`src/rtl/regfile_scoreboard_pkg.sv`:
```
// Shared defaults for the register file / busy scoreboard slice.
package regfile_scoreboard_pkg;
    localparam int DEF_WIDTH = 32;
    localparam int DEF_DEPTH = 32;
    localparam int ZERO_IDX  = 0;
endpackage

```
`src/rtl/regfile_scoreboard_if.sv`:
```
// Decode/writeback/issue-side signal bundle of the register file.
interface regfile_scoreboard_if
    import regfile_scoreboard_pkg::*;
#(
    parameter int WIDTH  = DEF_WIDTH,
    parameter int ADDR_W = $clog2(DEF_DEPTH)
);
    logic              ctrl_writeEnable;
    logic [ADDR_W-1:0] ctrl_writeReg;
    logic [WIDTH-1:0]  data_writeReg;
    logic [ADDR_W-1:0] ctrl_readRegA;
    logic [ADDR_W-1:0] ctrl_readRegB;
    logic [WIDTH-1:0]  data_readRegA;
    logic [WIDTH-1:0]  data_readRegB;
    logic              ctrl_reserve;
    logic [ADDR_W-1:0] ctrl_reserveReg;
    logic              busy_A;
    logic              busy_B;
    logic [ADDR_W:0]   pending_count;

    modport master (
        output ctrl_writeEnable, ctrl_writeReg, data_writeReg,
        output ctrl_readRegA, ctrl_readRegB, ctrl_reserve, ctrl_reserveReg,
        input  data_readRegA, data_readRegB, busy_A, busy_B, pending_count
    );
    modport slave (
        input  ctrl_writeEnable, ctrl_writeReg, data_writeReg,
        input  ctrl_readRegA, ctrl_readRegB, ctrl_reserve, ctrl_reserveReg,
        output data_readRegA, data_readRegB, busy_A, busy_B, pending_count
    );
endinterface

```
`src/rtl/regfile_scoreboard_register_param.sv`:
```
// One storage entry: WIDTH-bit register with load enable and async clear.
module register_param #(
    parameter int WIDTH = 32
) (
    input  logic             clk,
    input  logic             rst,
    input  logic             en,
    input  logic [WIDTH-1:0] d,
    output logic [WIDTH-1:0] q
);
    logic [WIDTH-1:0] q_q, q_d;

    always_comb q_d = en ? d : q_q;

    always_ff @(posedge clk or posedge rst) begin
        if (rst) q_q <= '0;
        else     q_q <= q_d;
    end

    assign q = q_q;
endmodule

```
`src/rtl/regfile_scoreboard.sv`:
```
// Register file with write bypass and a per-register busy scoreboard that
// long-latency units reserve at issue and writeback releases.
module regfile_scoreboard
    import regfile_scoreboard_pkg::*;
#(
    parameter int WIDTH    = DEF_WIDTH,
    parameter int DEPTH    = DEF_DEPTH,
    parameter int ZERO_REG = 1,
    parameter int BYPASS   = 1
) (
    input  logic                 clk,
    input  logic                 reset,
    regfile_scoreboard_if.slave  bus
);
    localparam int ADDR_W = $clog2(DEPTH);

    logic [WIDTH-1:0]  regs [DEPTH];
    logic [DEPTH-1:0]  busy_q, busy_d;
    logic [ADDR_W:0]   pending_count_q, pending_count_d;
    logic [ADDR_W-1:0] raddr [2];
    logic [WIDTH-1:0]  rdata [2];
    logic              rbusy [2];

    for (genvar i = 0; i < DEPTH; i++) begin : g_reg
        if (ZERO_REG != 0 && i == ZERO_IDX) begin : g_zero
            assign regs[i] = '0;
        end else begin : g_store
            logic en;
            assign en = bus.ctrl_writeEnable && (bus.ctrl_writeReg == ADDR_W'(i));
            register_param #(.WIDTH(WIDTH)) u_reg (
                .clk (clk),
                .rst (reset),
                .en  (en),
                .d   (bus.data_writeReg),
                .q   (regs[i])
            );
        end
    end

    function automatic logic [ADDR_W:0] popcnt(input logic [DEPTH-1:0] v);
        logic [ADDR_W:0] c;
        c = '0;
        for (int i = 0; i < DEPTH; i++) c = c + {{ADDR_W{1'b0}}, v[i]};
        return c;
    endfunction

    // Reservation is applied after release so a same-index reserve wins.
    always_comb begin
        busy_d = busy_q;
        if (bus.ctrl_writeEnable) busy_d[bus.ctrl_writeReg] = 1'b0;
        if (bus.ctrl_reserve)     busy_d[bus.ctrl_reserveReg] = 1'b1;
        if (ZERO_REG != 0)        busy_d[ZERO_IDX] = 1'b0;
        pending_count_d = popcnt(busy_d);
    end

    always_ff @(posedge clk or posedge reset) begin
        if (reset) begin
            busy_q          <= '0;
            pending_count_q <= '0;
        end else begin
            busy_q          <= busy_d;
            pending_count_q <= pending_count_d;
        end
    end

    assign raddr[0] = bus.ctrl_readRegA;
    assign raddr[1] = bus.ctrl_readRegB;

    // Bypass is suppressed while reset is held so reads stay at zero.
    always_comb begin
        logic is_zero, hit;
        for (int p = 0; p < 2; p++) begin
            is_zero  = (ZERO_REG != 0) && (raddr[p] == ADDR_W'(ZERO_IDX));
            hit      = (BYPASS != 0) && !reset && bus.ctrl_writeEnable &&
                       (bus.ctrl_writeReg == raddr[p]);
            rdata[p] = regs[raddr[p]];
            rbusy[p] = busy_q[raddr[p]];
            if (is_zero) begin
                rdata[p] = '0;
                rbusy[p] = 1'b0;
            end else if (hit) begin
                rdata[p] = bus.data_writeReg;
                if (!(bus.ctrl_reserve && bus.ctrl_reserveReg == raddr[p])) rbusy[p] = 1'b0;
            end
        end
    end

    assign bus.data_readRegA = rdata[0];
    assign bus.data_readRegB = rdata[1];
    assign bus.busy_A        = rbusy[0];
    assign bus.busy_B        = rbusy[1];
    assign bus.pending_count = pending_count_q;
endmodule

```
`src/flat_wrapper.sv`:
```
// flat-port wrapper written by rule: the top's interface ports become plain ports
module regfile_scoreboard_flat import regfile_scoreboard_pkg::*;
#(
    parameter int WIDTH    = DEF_WIDTH,
    parameter int DEPTH    = DEF_DEPTH,
    parameter int ZERO_REG = 1,
    parameter int BYPASS   = 1
)
  (clk, reset, bus_ctrl_writeEnable, bus_ctrl_writeReg, bus_data_writeReg, bus_ctrl_readRegA, bus_ctrl_readRegB, bus_ctrl_reserve, bus_ctrl_reserveReg, bus_data_readRegA, bus_data_readRegB, bus_busy_A, bus_busy_B, bus_pending_count);
  regfile_scoreboard_if #(.WIDTH(WIDTH), .ADDR_W((5))) bus_i ();
  input  logic clk;
  input  logic reset;
  input wire logic [$bits(bus_i.ctrl_writeEnable)-1:0] bus_ctrl_writeEnable;
  input wire logic [$bits(bus_i.ctrl_writeReg)-1:0] bus_ctrl_writeReg;
  input wire logic [$bits(bus_i.data_writeReg)-1:0] bus_data_writeReg;
  input wire logic [$bits(bus_i.ctrl_readRegA)-1:0] bus_ctrl_readRegA;
  input wire logic [$bits(bus_i.ctrl_readRegB)-1:0] bus_ctrl_readRegB;
  input wire logic [$bits(bus_i.ctrl_reserve)-1:0] bus_ctrl_reserve;
  input wire logic [$bits(bus_i.ctrl_reserveReg)-1:0] bus_ctrl_reserveReg;
  output wire logic [$bits(bus_i.data_readRegA)-1:0] bus_data_readRegA;
  output wire logic [$bits(bus_i.data_readRegB)-1:0] bus_data_readRegB;
  output wire logic [$bits(bus_i.busy_A)-1:0] bus_busy_A;
  output wire logic [$bits(bus_i.busy_B)-1:0] bus_busy_B;
  output wire logic [$bits(bus_i.pending_count)-1:0] bus_pending_count;
  assign bus_i.ctrl_writeEnable = bus_ctrl_writeEnable;
  assign bus_i.ctrl_writeReg = bus_ctrl_writeReg;
  assign bus_i.data_writeReg = bus_data_writeReg;
  assign bus_i.ctrl_readRegA = bus_ctrl_readRegA;
  assign bus_i.ctrl_readRegB = bus_ctrl_readRegB;
  assign bus_i.ctrl_reserve = bus_ctrl_reserve;
  assign bus_i.ctrl_reserveReg = bus_ctrl_reserveReg;
  assign bus_data_readRegA = bus_i.data_readRegA;
  assign bus_data_readRegB = bus_i.data_readRegB;
  assign bus_busy_A = bus_i.busy_A;
  assign bus_busy_B = bus_i.busy_B;
  assign bus_pending_count = bus_i.pending_count;
  regfile_scoreboard #(.WIDTH(WIDTH), .DEPTH(DEPTH), .ZERO_REG(ZERO_REG), .BYPASS(BYPASS)) u_core (.clk(clk), .reset(reset), .bus(bus_i));
endmodule
```
`config.mk`:
```
export PLATFORM = sky130hd
export DESIGN_NAME = regfile_scoreboard_flat
export DESIGN_NICKNAME = d
export VERILOG_FILES = /design/src/rtl/regfile_scoreboard_pkg.sv /design/src/rtl/regfile_scoreboard_if.sv /design/src/rtl/regfile_scoreboard_register_param.sv /design/src/rtl/regfile_scoreboard.sv /design/src/flat_wrapper.sv
export SDC_FILE = /design/constraint.sdc
export NUM_CORES = 2
export LEC_CHECK = 0
export CORE_MARGIN = 3
export CORE_UTILIZATION = 25
export DETAILED_ROUTE_END_ITERATION = 8
export HOLD_SLACK_MARGIN = 0.1
export REMOVE_ABC_BUFFERS = 1
export SLEW_MARGIN = 20
export SYNTH_ARGS = -nofsm -noshare
export SYNTH_HDL_FRONTEND = slang
export SYNTH_SLANG_ARGS = --single-unit
export TNS_END_PERCENT = 50
```
`constraint.sdc`:
```
create_clock -name clk -period 59.6 [get_ports clk]
set_input_delay 17.88 -clock clk [delete_from_list [all_inputs] [get_ports clk]]
set_output_delay 17.88 -clock clk [all_outputs]
set_load 0.01 [all_outputs]
```
==> report_table.html <==
<table>
<tr><th>Metric</th><th>Value</th></tr>
<tr><th colspan="2">Clock network</th></tr>
<tr><td>Hold-fix buffer count after cts</td><td>0</td></tr>
<tr><td>Post-CTS setup buffers</td><td>0</td></tr>
<tr><td>Clock slew at the register clock pins of the worst setup and hold paths</td><td>0.06 ns</td></tr>
<tr><td>Clock buffers created by TritonCTS</td><td>111</td></tr>
<tr><td>Count of instances resized after the clock tree is built</td><td>0</td></tr>
<tr><td>CTS Root Buffer Type</td><td>clkbuf_16</td></tr>
<tr><td>Worst-skew pair later-pin latency</td><td>0.75 ns</td></tr>
<tr><td>Htree depth</td><td>3</td></tr>
<tr><td>Clock Path Buffers</td><td>3</td></tr>
<tr><td>TritonCTS Sinks</td><td>1029</td></tr>
<tr><td>TritonCTS clock tree</td><td>done</td></tr>
<tr><th colspan="2">Yosys</th></tr>
<tr><td>EDFF count, synth</td><td>0</td></tr>
<tr><td>Mean instance size in the synthesized netlist</td><td>12.4 um2</td></tr>
<tr><td>Post-synth cell types</td><td>52</td></tr>
<tr><td>Seq cells post-synth</td><td>1029</td></tr>
<tr><td>Async S/R FF share, synth</td><td>1.00</td></tr>
<tr><td>Summed instance area of the synthesized netlist</td><td>57000 um2</td></tr>
<tr><td>Seq/Total Area, Yosys</td><td>0.452</td></tr>
<tr><td>Cells after Synth</td><td>4581</td></tr>
<tr><td>Yosys Warn Count</td><td>0</td></tr>
<tr><td>Flip-flop cell with the highest count after synthesis</td><td>dfrtp_1</td></tr>
<tr><th colspan="2">Placement</th></tr>
<tr><td>Placed wire-length estimate after detailed placement</td><td>~120 mm</td></tr>
<tr><td>Post-Place Worst Slack</td><td>19.20 ns</td></tr>
<tr><td>Final weighted congestion in routability-driven placement</td><td>0.825</td></tr>
<tr><td>Number of buffers inserted by port buffering</td><td>around 130</td></tr>
<tr><td>Dpl cells</td><td>7389</td></tr>
<tr><th colspan="2">Worst setup path</th></tr>
<tr><td>Start-to-end type of the worst setup path</td><td>primary input to output port</td></tr>
<tr><td>Cell occurring most often along the worst timing path</td><td>buf_4</td></tr>
<tr><td>Crit path DAT</td><td>22.51 ns</td></tr>
<tr><td>Critical path buffer and inverter count</td><td>5</td></tr>
<tr><td>Startpoint kind of the worst setup timing path</td><td>primary input</td></tr>
<tr><td>Cell-by-cell trace of the critical path</td><td>buf_8, buf_4, buf_4, buf_4, mux4_2, mux2i_1, a21oi_1, nor2_1, nor4_1, clkdlybuf4s50_1</td></tr>
<tr><td>Crit path max-delay cell type</td><td>buf_4</td></tr>
<tr><td>Worst r2r path cells</td><td>15</td></tr>
<tr><td>Largest delay contributor family on the critical path</td><td>buffers and inverters</td></tr>
<tr><td>Delay contributed by the slowest stage of the critical path</td><td>0.79 ns</td></tr>
<tr><td>Critical Path End Type</td><td>output port</td></tr>
<tr><td>Max FO, Critical Path</td><td>47</td></tr>
<tr><td>Number of cells on the critical path</td><td>10</td></tr>
<tr><td>Required @ worst endpoint</td><td>~42 ns</td></tr>
<tr><th colspan="2">Timing</th></tr>
<tr><td>Final critical-path required period</td><td>40.39 ns</td></tr>
<tr><td>Share of the clock period used by the worst path</td><td>0.678</td></tr>
<tr><td>Transition time at the pin with the least slew margin</td><td>roughly 1.2 ns</td></tr>
<tr><td>Slew HR</td><td>0.197</td></tr>
<tr><td>Worst-case clock skew</td><td>0.0139 ns</td></tr>
<tr><td>Setup-failing EPs final</td><td>0</td></tr>
<tr><td>Max-slew violation count</td><td>0</td></tr>
<tr><td>Total negative slack</td><td>0 ns</td></tr>
<tr><td>RSZ-0062 raised after global routing</td><td>no</td></tr>
<tr><td>Final Worst Setup Slack</td><td>between 15 and 20 ns</td></tr>
<tr><td>Final hold violation count</td><td>0</td></tr>
<tr><td>Highest clock rate</td><td>0.0248 GHz</td></tr>
<tr><th colspan="2">Floorplan</th></tr>
<tr><td>Chip Height</td><td>484 um</td></tr>
<tr><td>Core area</td><td>roughly 230000 um2</td></tr>
<tr><td>Row count</td><td>approximately 170</td></tr>
<tr><td>Number of top-level pins</td><td>between 100 and 150</td></tr>
<tr><td>Initial Utilization</td><td>0.253</td></tr>
<tr><td>Floorplan die area</td><td>234000 um2</td></tr>
<tr><td>Width of the chip</td><td>between 400 and 500 um</td></tr>
<tr><th colspan="2">Cells and area</th></tr>
<tr><td>Area taken by flip-flops and latches</td><td>25700 um2</td></tr>
<tr><td>Final net count</td><td>4599</td></tr>
<tr><td>Layout area overhead</td><td>13.4%</td></tr>
<tr><td>Fillcell total</td><td>22800</td></tr>
<tr><td>Layout Cells excl Fill</td><td>7591</td></tr>
<tr><td>Area used by multi-input combinational logic</td><td>29000 um2</td></tr>
<tr><td>Proportion of layout cells with a drive suffix above 1</td><td>0.347</td></tr>
<tr><th colspan="2">Route</th></tr>
<tr><td>Total number of vias</td><td>41000</td></tr>
<tr><td>Wirelength, routed</td><td>just over 200 mm</td></tr>
<tr><td>Vias/cell</td><td>5.40</td></tr>
<tr><td>DRC Markers</td><td>0</td></tr>
<tr><td>Antenna violation net count after detailed routing</td><td>0</td></tr>
<tr><td>Routed wire per std cell</td><td>26.9 um</td></tr>
<tr><td>Number of DRC violations after detailed-routing iteration 0</td><td>about 4700</td></tr>
<tr><td>Iteration count of the initial detailed-routing pass</td><td>6</td></tr>
<tr><th colspan="2">GRT</th></tr>
<tr><td>Wire length of the first global-routing pass</td><td>297 mm</td></tr>
<tr><td>Number of antenna violations at the first check in global routing</td><td>14</td></tr>
<tr><td>Via count of the first global-routing pass</td><td>around 42000</td></tr>
<tr><td>Largest net degree at the start of global routing</td><td>116</td></tr>
<tr><td>Sum of overflow across all layers after global routing</td><td>0</td></tr>
<tr><td>Global router's overall resource usage</td><td>0.170</td></tr>
<tr><th colspan="2">Worst hold path</th></tr>
<tr><td>Worst min path class</td><td>flop to flop</td></tr>
<tr><td>Worst Hold Depth</td><td>2</td></tr>
<tr><th colspan="2">Power and ir drop</th></tr>
<tr><td>P per Cell Area</td><td>36.0 nW/um2</td></tr>
<tr><td>VDD IR-drop max</td><td>0.0653 mV</td></tr>
<tr><td>Static leakage power</td><td>28.2 nW</td></tr>
<tr><th colspan="2">Status</th></tr>
<tr><td>Result of the run</td><td>finished clean</td></tr>
<tr><th colspan="2">Flow run</th></tr>
<tr><td>Number of maximum-capacitance violations</td><td>0</td></tr>
</table>
## layer usage
layer / GRT usage / vias to the layer above / wire [um]
met2: 0.260 / 2143 / 91100
met3: 0.0475 / 514 / 19700
met5: 0 / - / 69
met1: 0.226 / 21700 / 83300
li1: - / 16600 / -
met4: 0.0706 / 12 / 9670
## cell families after synthesis
logic type | Yosys count | synth area share
AO/OA/AOI/OAI | 418 | 0.0511
XOR/XNOR | 23 | 0.00353
adder cells (fa/ha/maj) | 32 | 0.0100
buffers and inverters | 501 | 0.0444
flip-flops | 1029 | 0.452
multiplexers | 1416 | 0.357
AND/OR/NAND/NOR | 1162 | 0.0824
## where the power goes
| group | switching (mW) | internal, mW |
|---|---|---|
| logic | 0.324 | 0.354 |
| registers | 0.103 | 0.843 |
| clock network | 0.303 | 0.400 |
## placed cells by master (no fill, tap or decap), types with 20 or more instances in the layout
cell and n:
a22oi_1 62, nor3_1 69, inv_1 55, and2_1 20, mux4_2 413, a221o_1 20, nand2_1 779, buf_4 126
mux2_1 26, mux2i_1 184, a21oi_1 59, mux2_2 793, clkbuf_1 21, a211oi_1 34, nor2_1 175, a31oi_1 32
o21ai_0 39, clkdlybuf4s50_1 110, fa_1 23, clkbuf_16 113, dfrtp_1 1029, a221oi_1 62, clkbuf_8 24, o211ai_1 20
clkinv_2 22, o22ai_1 60, nand2_2 29
## final cells by class
type	count	share of cell area
clock inverter	40	0.00685
inverter	60	0.00362
tap	2992	0.0579
sequential	1029	0.398
multi-input combinational	3051	0.448
antenna	3	0.000116
timing repair buffer	258	0.0355
clock buffer	158	0.0501
## Yosys cell counts, types with 32 or more instances
cell      count  area, um2
a22oi_1      62        465
a221oi_1     62        543
a21oi_1      59        295
nor3_1       72        360
a211oi_1     34        255
inv_1        56        210
buf_4        66        495
clkbuf_1    203        762
dfrtp_1    1029      25700
nor2_1      186        698
buf_2       132        661
nand2_1     808       3030
o21ai_0      39        195
mux2i_1     184       1840
mux4_2      413       9300
a31oi_1      32        200
mux2_2      793       8930
o22ai_1      60        375
## metrics by stage
step / instance area (um2) / util / power [mW] / hold WS [ns]
global placement: 61000 / 0.270 / 1.61 / 0.471
finish: 64700 / 0.286 / 2.33 / 0.496
global route: 64700 / 0.286 / 2.47 / 0.512
floorplan: 54700 / - / 1.41 / 0.457
detailed placement: 61000 / 0.270 / 1.63 / 0.480
CTS: 64600 / 0.286 / 2.34 / 0.495
## flip-flops by register name (all words and copies together) (netlist names)
register and cells:
u_core.busy_q 31, u_core.g.g_store.u_reg.q 992, u_core.bus.pending_count 6
## path summary, 6_finish.rpt
check	start	end	slack [ns]
min	u_core.g_reg[27].g_store.u_reg.q[22]	u_core.g_reg[27].g_store.u_reg.q[22]	0.50
max	bus_ctrl_readRegA[1]	bus_data_readRegA[19]	19.21
min reg2reg	u_core.g_reg[27].g_store.u_reg.q[22]	u_core.g_reg[27].g_store.u_reg.q[22]	0.50
min in group asynchronous	reset	u_core.busy_q[15]	17.91
max in group asynchronous	reset	u_core.g_reg[10].g_store.u_reg.q[0]	39.17
max reg2reg	u_core.busy_q[17]	u_core.bus.pending_count[4]	54.32
## worst register-to-register path, cell delays in order (launching register included)
cell and delay, ns:
dfrtp_1 0.40, a22oi_1 0.43, fa_1 0.54, fa_1 0.52
inv_1 0.06, fa_1 0.57, fa_1 0.44, fa_1 0.52
inv_1 0.05, fa_1 0.47, inv_1 0.04, ha_1 0.23
fa_1 0.46, a21o_1 0.17, a21oi_1 0.16, xnor2_1 0.14
No activity file was read; power rests on OpenSTA's default activity.
